## src/rtl/i2c_cfg_sequencer_if.sv

```systemverilog
// i2c_cfg_sequencer_if
// Request/done handshake between the configuration sequencer and the shared
// I2C master.
//   i2c_req    sequencer -> master  transaction request, held until i2c_done
//   i2c_rd     sequencer -> master  1 = read, 0 = write
//   i2c_addr   sequencer -> master  register address
//   i2c_wdata  sequencer -> master  write data (expected data for reads)
//   i2c_done   master -> sequencer  one-cycle pulse ending a transaction
//   i2c_nack   master -> sequencer  qualifies i2c_done: transaction NACKed
//   i2c_rdata  master -> sequencer  read data, valid with i2c_done
// The sequencer connects through the master modport, the I2C engine through
// the slave modport.
interface i2c_cfg_sequencer_if #(
  parameter int REG_ADDR_W = 8,
  parameter int DATA_W     = 8
);
  logic                  i2c_req;
  logic                  i2c_rd;
  logic [REG_ADDR_W-1:0] i2c_addr;
  logic [DATA_W-1:0]     i2c_wdata;
  logic                  i2c_done;
  logic                  i2c_nack;
  logic [DATA_W-1:0]     i2c_rdata;

  modport master (
    output i2c_req, i2c_rd, i2c_addr, i2c_wdata,
    input  i2c_done, i2c_nack, i2c_rdata
  );

  modport slave (
    input  i2c_req, i2c_rd, i2c_addr, i2c_wdata,
    output i2c_done, i2c_nack, i2c_rdata
  );
endinterface

```

## src/rtl/i2c_cfg_sequencer.sv

```systemverilog
// i2c_cfg_sequencer
// Walks a combinational register table one entry per step and drives the
// shared I2C master for sensor/codec bring-up. Entry = {op, reg_addr, data}:
// op 00 write, 01 read-verify, 10 delay (data = units of DLY_TICK clocks),
// 11 end of table.
// Ports:
//   clk, rst    system clock, synchronous active-high reset
//   start       one-cycle pulse, starts the walk (ignored while busy)
//   LUT_INDEX   index presented to the table
//   LUT_DATA    table entry at LUT_INDEX (same cycle)
//   i2c         handshake to the I2C master (master modport)
//   busy        walk in progress
//   cfg_done    sticky, table completed without error
//   cfg_err     sticky, walk aborted
//   err_index   failing entry index, valid with cfg_err
//
// state   | meaning
// IDLE    | waiting for start
// FETCH   | latch table entry at LUT_INDEX and decode op
// ISSUE   | present request fields, raise i2c_req
// WAIT    | hold request until i2c_done, judge NACK / read data
// DELAY   | count down the delay entry
// NEXT    | advance LUT_INDEX or finish at the last entry
// DONE    | flag cfg_done, return to IDLE
// ERROR   | flag cfg_err, capture err_index, return to IDLE
module i2c_cfg_sequencer #(
  parameter int REG_ADDR_W = 8,
  parameter int DATA_W     = 8,
  parameter int IDX_W      = 8,
  parameter int LUT_SIZE   = 167,
  parameter int MAX_RETRY  = 3,
  parameter int DLY_TICK   = 50000
) (
  input  logic                         clk,
  input  logic                         rst,
  input  logic                         start,
  output logic [IDX_W-1:0]             LUT_INDEX,
  input  logic [2+REG_ADDR_W+DATA_W-1:0] LUT_DATA,
  i2c_cfg_sequencer_if.master          i2c,
  output logic                         busy,
  output logic                         cfg_done,
  output logic                         cfg_err,
  output logic [IDX_W-1:0]             err_index
);

  localparam int ENTRY_W = 2 + REG_ADDR_W + DATA_W;
  // Sized for the largest 8-bit delay count.
  localparam int CNT_W   = $clog2(255 * DLY_TICK + 1);
  localparam int RETRY_W = (MAX_RETRY < 1) ? 1 : $clog2(MAX_RETRY + 1);

  typedef enum logic [2:0] {
    S_IDLE, S_FETCH, S_ISSUE, S_WAIT, S_DELAY, S_NEXT, S_DONE, S_ERROR
  } state_t;

  state_t                state_q, state_d;
  logic [IDX_W-1:0]      idx_q, idx_d;
  logic                  ent_rd_q, ent_rd_d;
  logic [REG_ADDR_W-1:0] ent_addr_q, ent_addr_d;
  logic [DATA_W-1:0]     ent_data_q, ent_data_d;
  logic [RETRY_W-1:0]    retry_q, retry_d;
  logic [CNT_W-1:0]      dly_q, dly_d;
  logic                  req_q, req_d;
  logic                  rd_q, rd_d;
  logic [REG_ADDR_W-1:0] addr_q, addr_d;
  logic [DATA_W-1:0]     wdata_q, wdata_d;
  logic                  done_q, done_d;
  logic                  err_q, err_d;
  logic [IDX_W-1:0]      err_idx_q, err_idx_d;

  logic [1:0]            lut_op;
  logic [REG_ADDR_W-1:0] lut_addr;
  logic [DATA_W-1:0]     lut_data;
  logic [CNT_W-1:0]      dly_load;

  assign lut_op   = LUT_DATA[ENTRY_W-1 -: 2];
  assign lut_addr = LUT_DATA[DATA_W +: REG_ADDR_W];
  assign lut_data = LUT_DATA[DATA_W-1:0];
  assign dly_load = CNT_W'(lut_data) * CNT_W'(DLY_TICK);

  always_comb begin
    state_d    = state_q;
    idx_d      = idx_q;
    ent_rd_d   = ent_rd_q;
    ent_addr_d = ent_addr_q;
    ent_data_d = ent_data_q;
    retry_d    = retry_q;
    dly_d      = dly_q;
    req_d      = req_q;
    rd_d       = rd_q;
    addr_d     = addr_q;
    wdata_d    = wdata_q;
    done_d     = done_q;
    err_d      = err_q;
    err_idx_d  = err_idx_q;

    case (state_q)
      S_IDLE: begin
        if (start) begin
          idx_d   = '0;
          done_d  = 1'b0;
          err_d   = 1'b0;
          retry_d = '0;
          state_d = S_FETCH;
        end
      end
      S_FETCH: begin
        ent_rd_d   = lut_op[0];
        ent_addr_d = lut_addr;
        ent_data_d = lut_data;
        case (lut_op)
          2'b00, 2'b01: state_d = S_ISSUE;
          2'b10: begin
            if (lut_data == '0) begin
              state_d = S_NEXT;
            end else begin
              dly_d   = dly_load;
              state_d = S_DELAY;
            end
          end
          default: state_d = S_DONE;
        endcase
      end
      S_ISSUE: begin
        req_d   = 1'b1;
        rd_d    = ent_rd_q;
        addr_d  = ent_addr_q;
        wdata_d = ent_data_q;
        state_d = S_WAIT;
      end
      S_WAIT: begin
        if (i2c.i2c_done) begin
          req_d = 1'b0;
          if (i2c.i2c_nack) begin
            if (retry_q < RETRY_W'(MAX_RETRY)) begin
              retry_d = retry_q + RETRY_W'(1);
              state_d = S_ISSUE;
            end else begin
              state_d = S_ERROR;
            end
          end else if (ent_rd_q && (i2c.i2c_rdata != ent_data_q)) begin
            // Read-back mismatch means wrong part or bad bus; retrying won't help.
            state_d = S_ERROR;
          end else begin
            state_d = S_NEXT;
          end
        end
      end
      S_DELAY: begin
        dly_d = dly_q - CNT_W'(1);
        if (dly_q <= CNT_W'(1)) begin
          state_d = S_NEXT;
        end
      end
      S_NEXT: begin
        retry_d = '0;
        if (idx_q == IDX_W'(LUT_SIZE - 1)) begin
          state_d = S_DONE;
        end else begin
          idx_d   = idx_q + IDX_W'(1);
          state_d = S_FETCH;
        end
      end
      S_DONE: begin
        done_d  = 1'b1;
        state_d = S_IDLE;
      end
      S_ERROR: begin
        err_d     = 1'b1;
        err_idx_d = idx_q;
        state_d   = S_IDLE;
      end
      default: state_d = S_IDLE;
    endcase
  end

  // Reset drops i2c_req immediately; the I2C master is not waited for.
  always_ff @(posedge clk) begin
    if (rst) begin
      state_q    <= S_IDLE;
      idx_q      <= '0;
      ent_rd_q   <= 1'b0;
      ent_addr_q <= '0;
      ent_data_q <= '0;
      retry_q    <= '0;
      dly_q      <= '0;
      req_q      <= 1'b0;
      rd_q       <= 1'b0;
      addr_q     <= '0;
      wdata_q    <= '0;
      done_q     <= 1'b0;
      err_q      <= 1'b0;
      err_idx_q  <= '0;
    end else begin
      state_q    <= state_d;
      idx_q      <= idx_d;
      ent_rd_q   <= ent_rd_d;
      ent_addr_q <= ent_addr_d;
      ent_data_q <= ent_data_d;
      retry_q    <= retry_d;
      dly_q      <= dly_d;
      req_q      <= req_d;
      rd_q       <= rd_d;
      addr_q     <= addr_d;
      wdata_q    <= wdata_d;
      done_q     <= done_d;
      err_q      <= err_d;
      err_idx_q  <= err_idx_d;
    end
  end

  assign LUT_INDEX     = idx_q;
  assign i2c.i2c_req   = req_q;
  assign i2c.i2c_rd    = rd_q;
  assign i2c.i2c_addr  = addr_q;
  assign i2c.i2c_wdata = wdata_q;
  assign busy          = (state_q != S_IDLE);
  assign cfg_done      = done_q;
  assign cfg_err       = err_q;
  assign err_index     = err_idx_q;

endmodule

```

## src/flat_wrapper.sv

```systemverilog
// flat-port wrapper written by rule: the top's interface ports become plain ports
module i2c_cfg_sequencer_flat 
#(
  parameter int REG_ADDR_W = 8,
  parameter int DATA_W     = 8,
  parameter int IDX_W      = 8,
  parameter int LUT_SIZE   = 167,
  parameter int MAX_RETRY  = 3,
  parameter int DLY_TICK   = 50000
)
  (clk, rst, start, LUT_INDEX, LUT_DATA, busy, cfg_done, cfg_err, err_index, i2c_i2c_req, i2c_i2c_rd, i2c_i2c_addr, i2c_i2c_wdata, i2c_i2c_done, i2c_i2c_nack, i2c_i2c_rdata);
  i2c_cfg_sequencer_if #(.REG_ADDR_W(REG_ADDR_W), .DATA_W(DATA_W)) i2c_i ();
  input  logic clk;
  input  logic rst;
  input  logic start;
  output logic [IDX_W-1:0] LUT_INDEX;
  input  logic [2+REG_ADDR_W+DATA_W-1:0] LUT_DATA;
  output logic busy;
  output logic cfg_done;
  output logic cfg_err;
  output logic [IDX_W-1:0] err_index;
  output wire logic [$bits(i2c_i.i2c_req)-1:0] i2c_i2c_req;
  output wire logic [$bits(i2c_i.i2c_rd)-1:0] i2c_i2c_rd;
  output wire logic [$bits(i2c_i.i2c_addr)-1:0] i2c_i2c_addr;
  output wire logic [$bits(i2c_i.i2c_wdata)-1:0] i2c_i2c_wdata;
  input wire logic [$bits(i2c_i.i2c_done)-1:0] i2c_i2c_done;
  input wire logic [$bits(i2c_i.i2c_nack)-1:0] i2c_i2c_nack;
  input wire logic [$bits(i2c_i.i2c_rdata)-1:0] i2c_i2c_rdata;
  assign i2c_i2c_req = i2c_i.i2c_req;
  assign i2c_i2c_rd = i2c_i.i2c_rd;
  assign i2c_i2c_addr = i2c_i.i2c_addr;
  assign i2c_i2c_wdata = i2c_i.i2c_wdata;
  assign i2c_i.i2c_done = i2c_i2c_done;
  assign i2c_i.i2c_nack = i2c_i2c_nack;
  assign i2c_i.i2c_rdata = i2c_i2c_rdata;
  i2c_cfg_sequencer #(.REG_ADDR_W(REG_ADDR_W), .DATA_W(DATA_W), .IDX_W(IDX_W), .LUT_SIZE(LUT_SIZE), .MAX_RETRY(MAX_RETRY), .DLY_TICK(DLY_TICK)) u_core (.clk(clk), .rst(rst), .start(start), .LUT_INDEX(LUT_INDEX), .LUT_DATA(LUT_DATA), .i2c(i2c_i), .busy(busy), .cfg_done(cfg_done), .cfg_err(cfg_err), .err_index(err_index));
endmodule
```

## config.mk

```make
export PLATFORM = sky130hd
export DESIGN_NAME = i2c_cfg_sequencer_flat
export DESIGN_NICKNAME = d
export VERILOG_FILES = /design/src/rtl/i2c_cfg_sequencer_if.sv /design/src/rtl/i2c_cfg_sequencer.sv /design/src/flat_wrapper.sv
export SDC_FILE = /design/constraint.sdc
export NUM_CORES = 1
export LEC_CHECK = 0
export ABC_AREA = 1
export CORE_MARGIN = 3
export CORE_UTILIZATION = 50
export CTS_BUF_LIST = sky130_fd_sc_hd__clkbuf_16
export CTS_CLUSTER_DIAMETER = 50
export CTS_CLUSTER_SIZE = 25
export DETAILED_ROUTE_END_ITERATION = 12
export GPL_ROUTABILITY_DRIVEN = 0
export GPL_TIMING_DRIVEN = 0
export HOLD_SLACK_MARGIN = 0.02
export PLACE_DENSITY = 0.73
export SETUP_SLACK_MARGIN = 0.5
export SLEW_MARGIN = 10
export SYNTH_ARGS = -nofsm -noshare
export SYNTH_HDL_FRONTEND = slang
export SYNTH_SLANG_ARGS = --single-unit
```

## constraint.sdc

```tcl
create_clock -name clk -period 4.3 [get_ports clk]
set_input_delay 0.645 -clock clk [delete_from_list [all_inputs] [get_ports clk]]
set_output_delay 0.645 -clock clk [all_outputs]
set_load 0.01 [all_outputs]
```

==> tab_implementation.tex <==
\begin{tabular}{lr}
\hline
Metric & Value \\
\hline
\multicolumn{2}{l}{\textbf{Clock tree}} \\
Post-CTS clock slew at the launch and capture registers of the worst setup and hold paths & 0.06 ns \\
Clock insertion delay at the later pin of the skew report & 0.35 ns \\
Clk Tree Root Cell & clkbuf\_16 \\
Num CTS Buffers & 9 \\
Number of buffers between clock root and the deepest sink & 2 \\
Depth of the CTS H-tree & 3 \\
Count of hold buffers inserted by post-cts repair & 0 \\
CTS tree & done \\
CTS sink count & 82 \\
\multicolumn{2}{l}{\textbf{Detailed routing}} \\
Number of design rule violations left after detail routing & 0 \\
Iteration count of the initial detailed-routing pass & 5 \\
Wire per inst & 14.3 um \\
Detailed-route wire length & 14900 um \\
Initial DRC Count & a little under 400 \\
Remaining number of nets flagged by the antenna check after routing & 0 \\
Drt via density & around 5.4 \\
Via count of the routed design & approximately 5600 \\
\multicolumn{2}{l}{\textbf{Timing}} \\
Hold Violations, Final & 0 \\
Count of final max-slew check failures & 0 \\
Final setup violation count & 0 \\
Final worst clock skew & approximately 0.0068 ns \\
F\_max & 277 MHz \\
Time the worst path needs with I/O delays and setup & 3.61 ns \\
Fin crit share & 0.840 \\
Actual slew at the worst max-slew pin & 0.596 ns \\
Unrepaired setup endpoints after global routing & no \\
Worst Hold Margin & 0.443 ns \\
Relative max-transition margin & 0.603 \\
\multicolumn{2}{l}{\textbf{Yosys}} \\
Sequential-to-total area share from yosys stat & 0.291 \\
Number of synthesized register bits & 82 \\
Post-Syn Area & roughly 5600 um2 \\
Proportion of synthesized flip-flops having asynchronous set or reset & 0 \\
Cell count after synthesis & 811 \\
EDFF count, synth & 0 \\
Mean instance size in the synthesized netlist & 6.94 um2 \\
Primary flip-flop cell chosen by synthesis mapping & dfxtp\_1 \\
Synthesized netlist net count & 916 \\
Count of yosys warnings during synthesis & 0 \\
Post-synth cell types & 38 \\
\multicolumn{2}{l}{\textbf{GRT}} \\
Largest net degree at the start of global routing & 16 \\
Total global routing overflow & 0 \\
Antenna violations before repair & 0 \\
Via count of the first global-routing pass & between 5000 and 6000 \\
Global-route wire length before repair & 24100 um \\
Overall global routing resource usage & 0.234 \\
\multicolumn{2}{l}{\textbf{Floorplanning}} \\
I/O pin total & 68 \\
Core area & 10900 um2 \\
DIE AREA & 12600 um2 \\
Row count & 38 \\
Starting utilization of the core area & 0.515 \\
Die extent in y & 112 um \\
Width of the die & 112 um \\
\multicolumn{2}{l}{\textbf{Setup path}} \\
Arr. time, crit path & 3.89 ns \\
Startpoint types & primary input \\
Crit path buf inv count & 1 \\
Largest fanout on the critical path & 5 \\
Most frequent cell on the critical path & nand2\_1 \\
Ordered cell list for the critical path & dlygate4sd2\_1, ha\_1, fa\_1, fa\_1, ha\_1, ha\_1, a21oi\_4, nor2\_1, nor2\_1, nand2\_1, nand2\_1, nand2\_1, nand2\_1, nand2\_1, nor2\_2, nor2\_1, nor2\_1 \\
Largest stage delay on the critical path & 0.49 ns \\
Crit-path slowest cell & fa\_1 \\
Crit path kind & primary input to flip-flop \\
Critical path endpoint category & flip-flop \\
CP required & about 4.6 ns \\
Cell family with most CP delay & adder cells \\
\multicolumn{2}{l}{\textbf{Cells and area}} \\
Core utilization of the finished layout & 0.634 \\
Share of layout cells above drive strength 1 & 0.0681 \\
Non-filler cells, final & 1036 \\
Number of nets in the layout & 996 \\
Layout overhead on the synthesized area & 23.0\% \\
ANT cells & 0 \\
\multicolumn{2}{l}{\textbf{Min path}} \\
Min-Delay Path Class & flip-flop to flip-flop \\
\multicolumn{2}{l}{\textbf{Power and ir drop}} \\
Leakage power summed over all cells & 3.17 nW \\
Power density cells & roughly 650 nW/um2 \\
Tot Pwr & 4.53 mW \\
Highest ir drop seen on vdd & 0.412 mV \\
\multicolumn{2}{l}{\textbf{Placed design}} \\
Final HPWL from detailed placement & 11600 um \\
Port bufs & 67 \\
Number of cells after detailed placement & 1018 \\
\multicolumn{2}{l}{\textbf{Outcome}} \\
Outcome & completed \\
\multicolumn{2}{l}{\textbf{Flow run}} \\
Count of maximum capacitance violations & 0 \\
\hline
\end{tabular}
==> placed cells by master (no fill, tap or decap), types with 6 or more instances in the layout <==
cell type	count
nand3b_1	6
nor3_1	6
fa_1	12
xnor2_1	7
clkbuf_1	18
dfxtp_1	82
nor2_1	101
nand3_1	44
a21oi_2	7
clkbuf_16	9
clkdlybuf4s50_1	59
o21ai_0	79
a21oi_1	76
nand2_1	153
ha_1	57
nand4_1	7
inv_1	99
==> kinds of logic (layout without fill, tap and decap cells) <==
family / count (synthesis) / count (layout) / synth area share
buffers and inverters: 127 / 212 / 0.0898
and+or+nand+nor: 338 / 338 / 0.255
xor gates and xnor gates: 12 / 12 / 0.0187
adders and majority gates: 74 / 74 / 0.180
AOI/OAI and AO/OA: 178 / 178 / 0.165
DFF: 82 / 82 / 0.291
==> per-stage QoR <==
step | setup TNS (ns) | cell area [um2] | setup slack [ns]
after floorplan | 0 | 5630 | 0.731
after global routing | 0 | 6930 | 0.505
after global placement | -0.891 | 6480 | -0.223
final | 0 | 6930 | 0.689
after CTS | 0 | 6840 | 0.501
after detailed placement | -1.45 | 6480 | -0.285
==> per-layer routing <==
| layer | track usage | vias to the layer above | share of wire |
|---|---|---|---|
| li1 | - | 2816 | - |
| met1 | 0.299 | 2576 | 0.46 |
| met2 | 0.397 | 165 | 0.47 |
| met3 | 0.0485 | 27 | 0.059 |
| met4 | 0.0745 | 0 | 0.017 |
| met5 | 0 | - | 0 |
==> cell usage after synthesis (all sizes together) (7+ instances only) <==
cell    instances  area share
nand2         155        0.10
nor2          107       0.074
inv           102       0.068
a21oi          84       0.075
dfxtp          82        0.29
o21ai          81       0.072
ha             62        0.14
nand3          44       0.039
clkbuf         18       0.012
fa             12       0.043
buf             7      0.0098
nand4           7      0.0078
nor3            7      0.0071
xnor2           7       0.011
==> state kept, by name, summed over array words and instances (netlist names), 2 cells and up <==
| signal | cells |
|---|---|
| u_core.dly_q | 24 |
| u_core.ent_data_q | 8 |
| u_core.ent_addr_q | 8 |
| u_core.i2c.i2c_addr | 8 |
| u_core.i2c.i2c_wdata | 8 |
| u_core.err_index | 8 |
| u_core.retry_q | 2 |
| u_core.LUT_INDEX | 8 |
| u_core.state_q | 3 |
==> report_power, final <==
part / leakage (nW) / internal [mW] / switching, mW
clock network: 0.167 / 0.572 / 0.329
logic: 2.34 / 0.931 / 1.56
registers: 0.668 / 0.974 / 0.170
total: 3.17 / 2.48 / 2.06
==> what timing repair did <==
action | in CTS | in global routing
cloned | 0 | 0
hold endpoints to repair | 0 | 0
gates resized for setup | 9 | 26
pin swaps | 2 | 7
setup buffers | 0 | 2
setup endpoints to repair | 13 | 11
==> final timing paths <==
| kind | startpoint | to | slack, ns | cells past startpoint |
|---|---|---|---|---|
| worst max-delay path | LUT_DATA[3] | u_core.dly_q[20] | 0.69 | 17 |
| worst min register to register | u_core.err_index[1] | u_core.err_index[1] | 0.44 | 2 |
| worst max register to register | u_core.dly_q[0] | u_core.dly_q[13] | 2.54 | 10 |
| worst min-delay path | u_core.err_index[1] | u_core.err_index[1] | 0.44 | 2 |
==> area by class of cell <==
type	count	area, um2
multi-input cells	602	3580
plain buffers	25	123
repair buffers	69	679
clock buffers	9	225
well taps	140	175
clock inverters	7	124
inverters	102	383
flip-flops and latches	82	1640
fillers	957	4010
==> tightest hold or removal path, stage by stage (launching register included) <==
cell and delay [ns]:
dfxtp_1 0.30, inv_1 0.04, a21oi_1 0.05
Note: power is estimated with default switching activity, not from simulation.
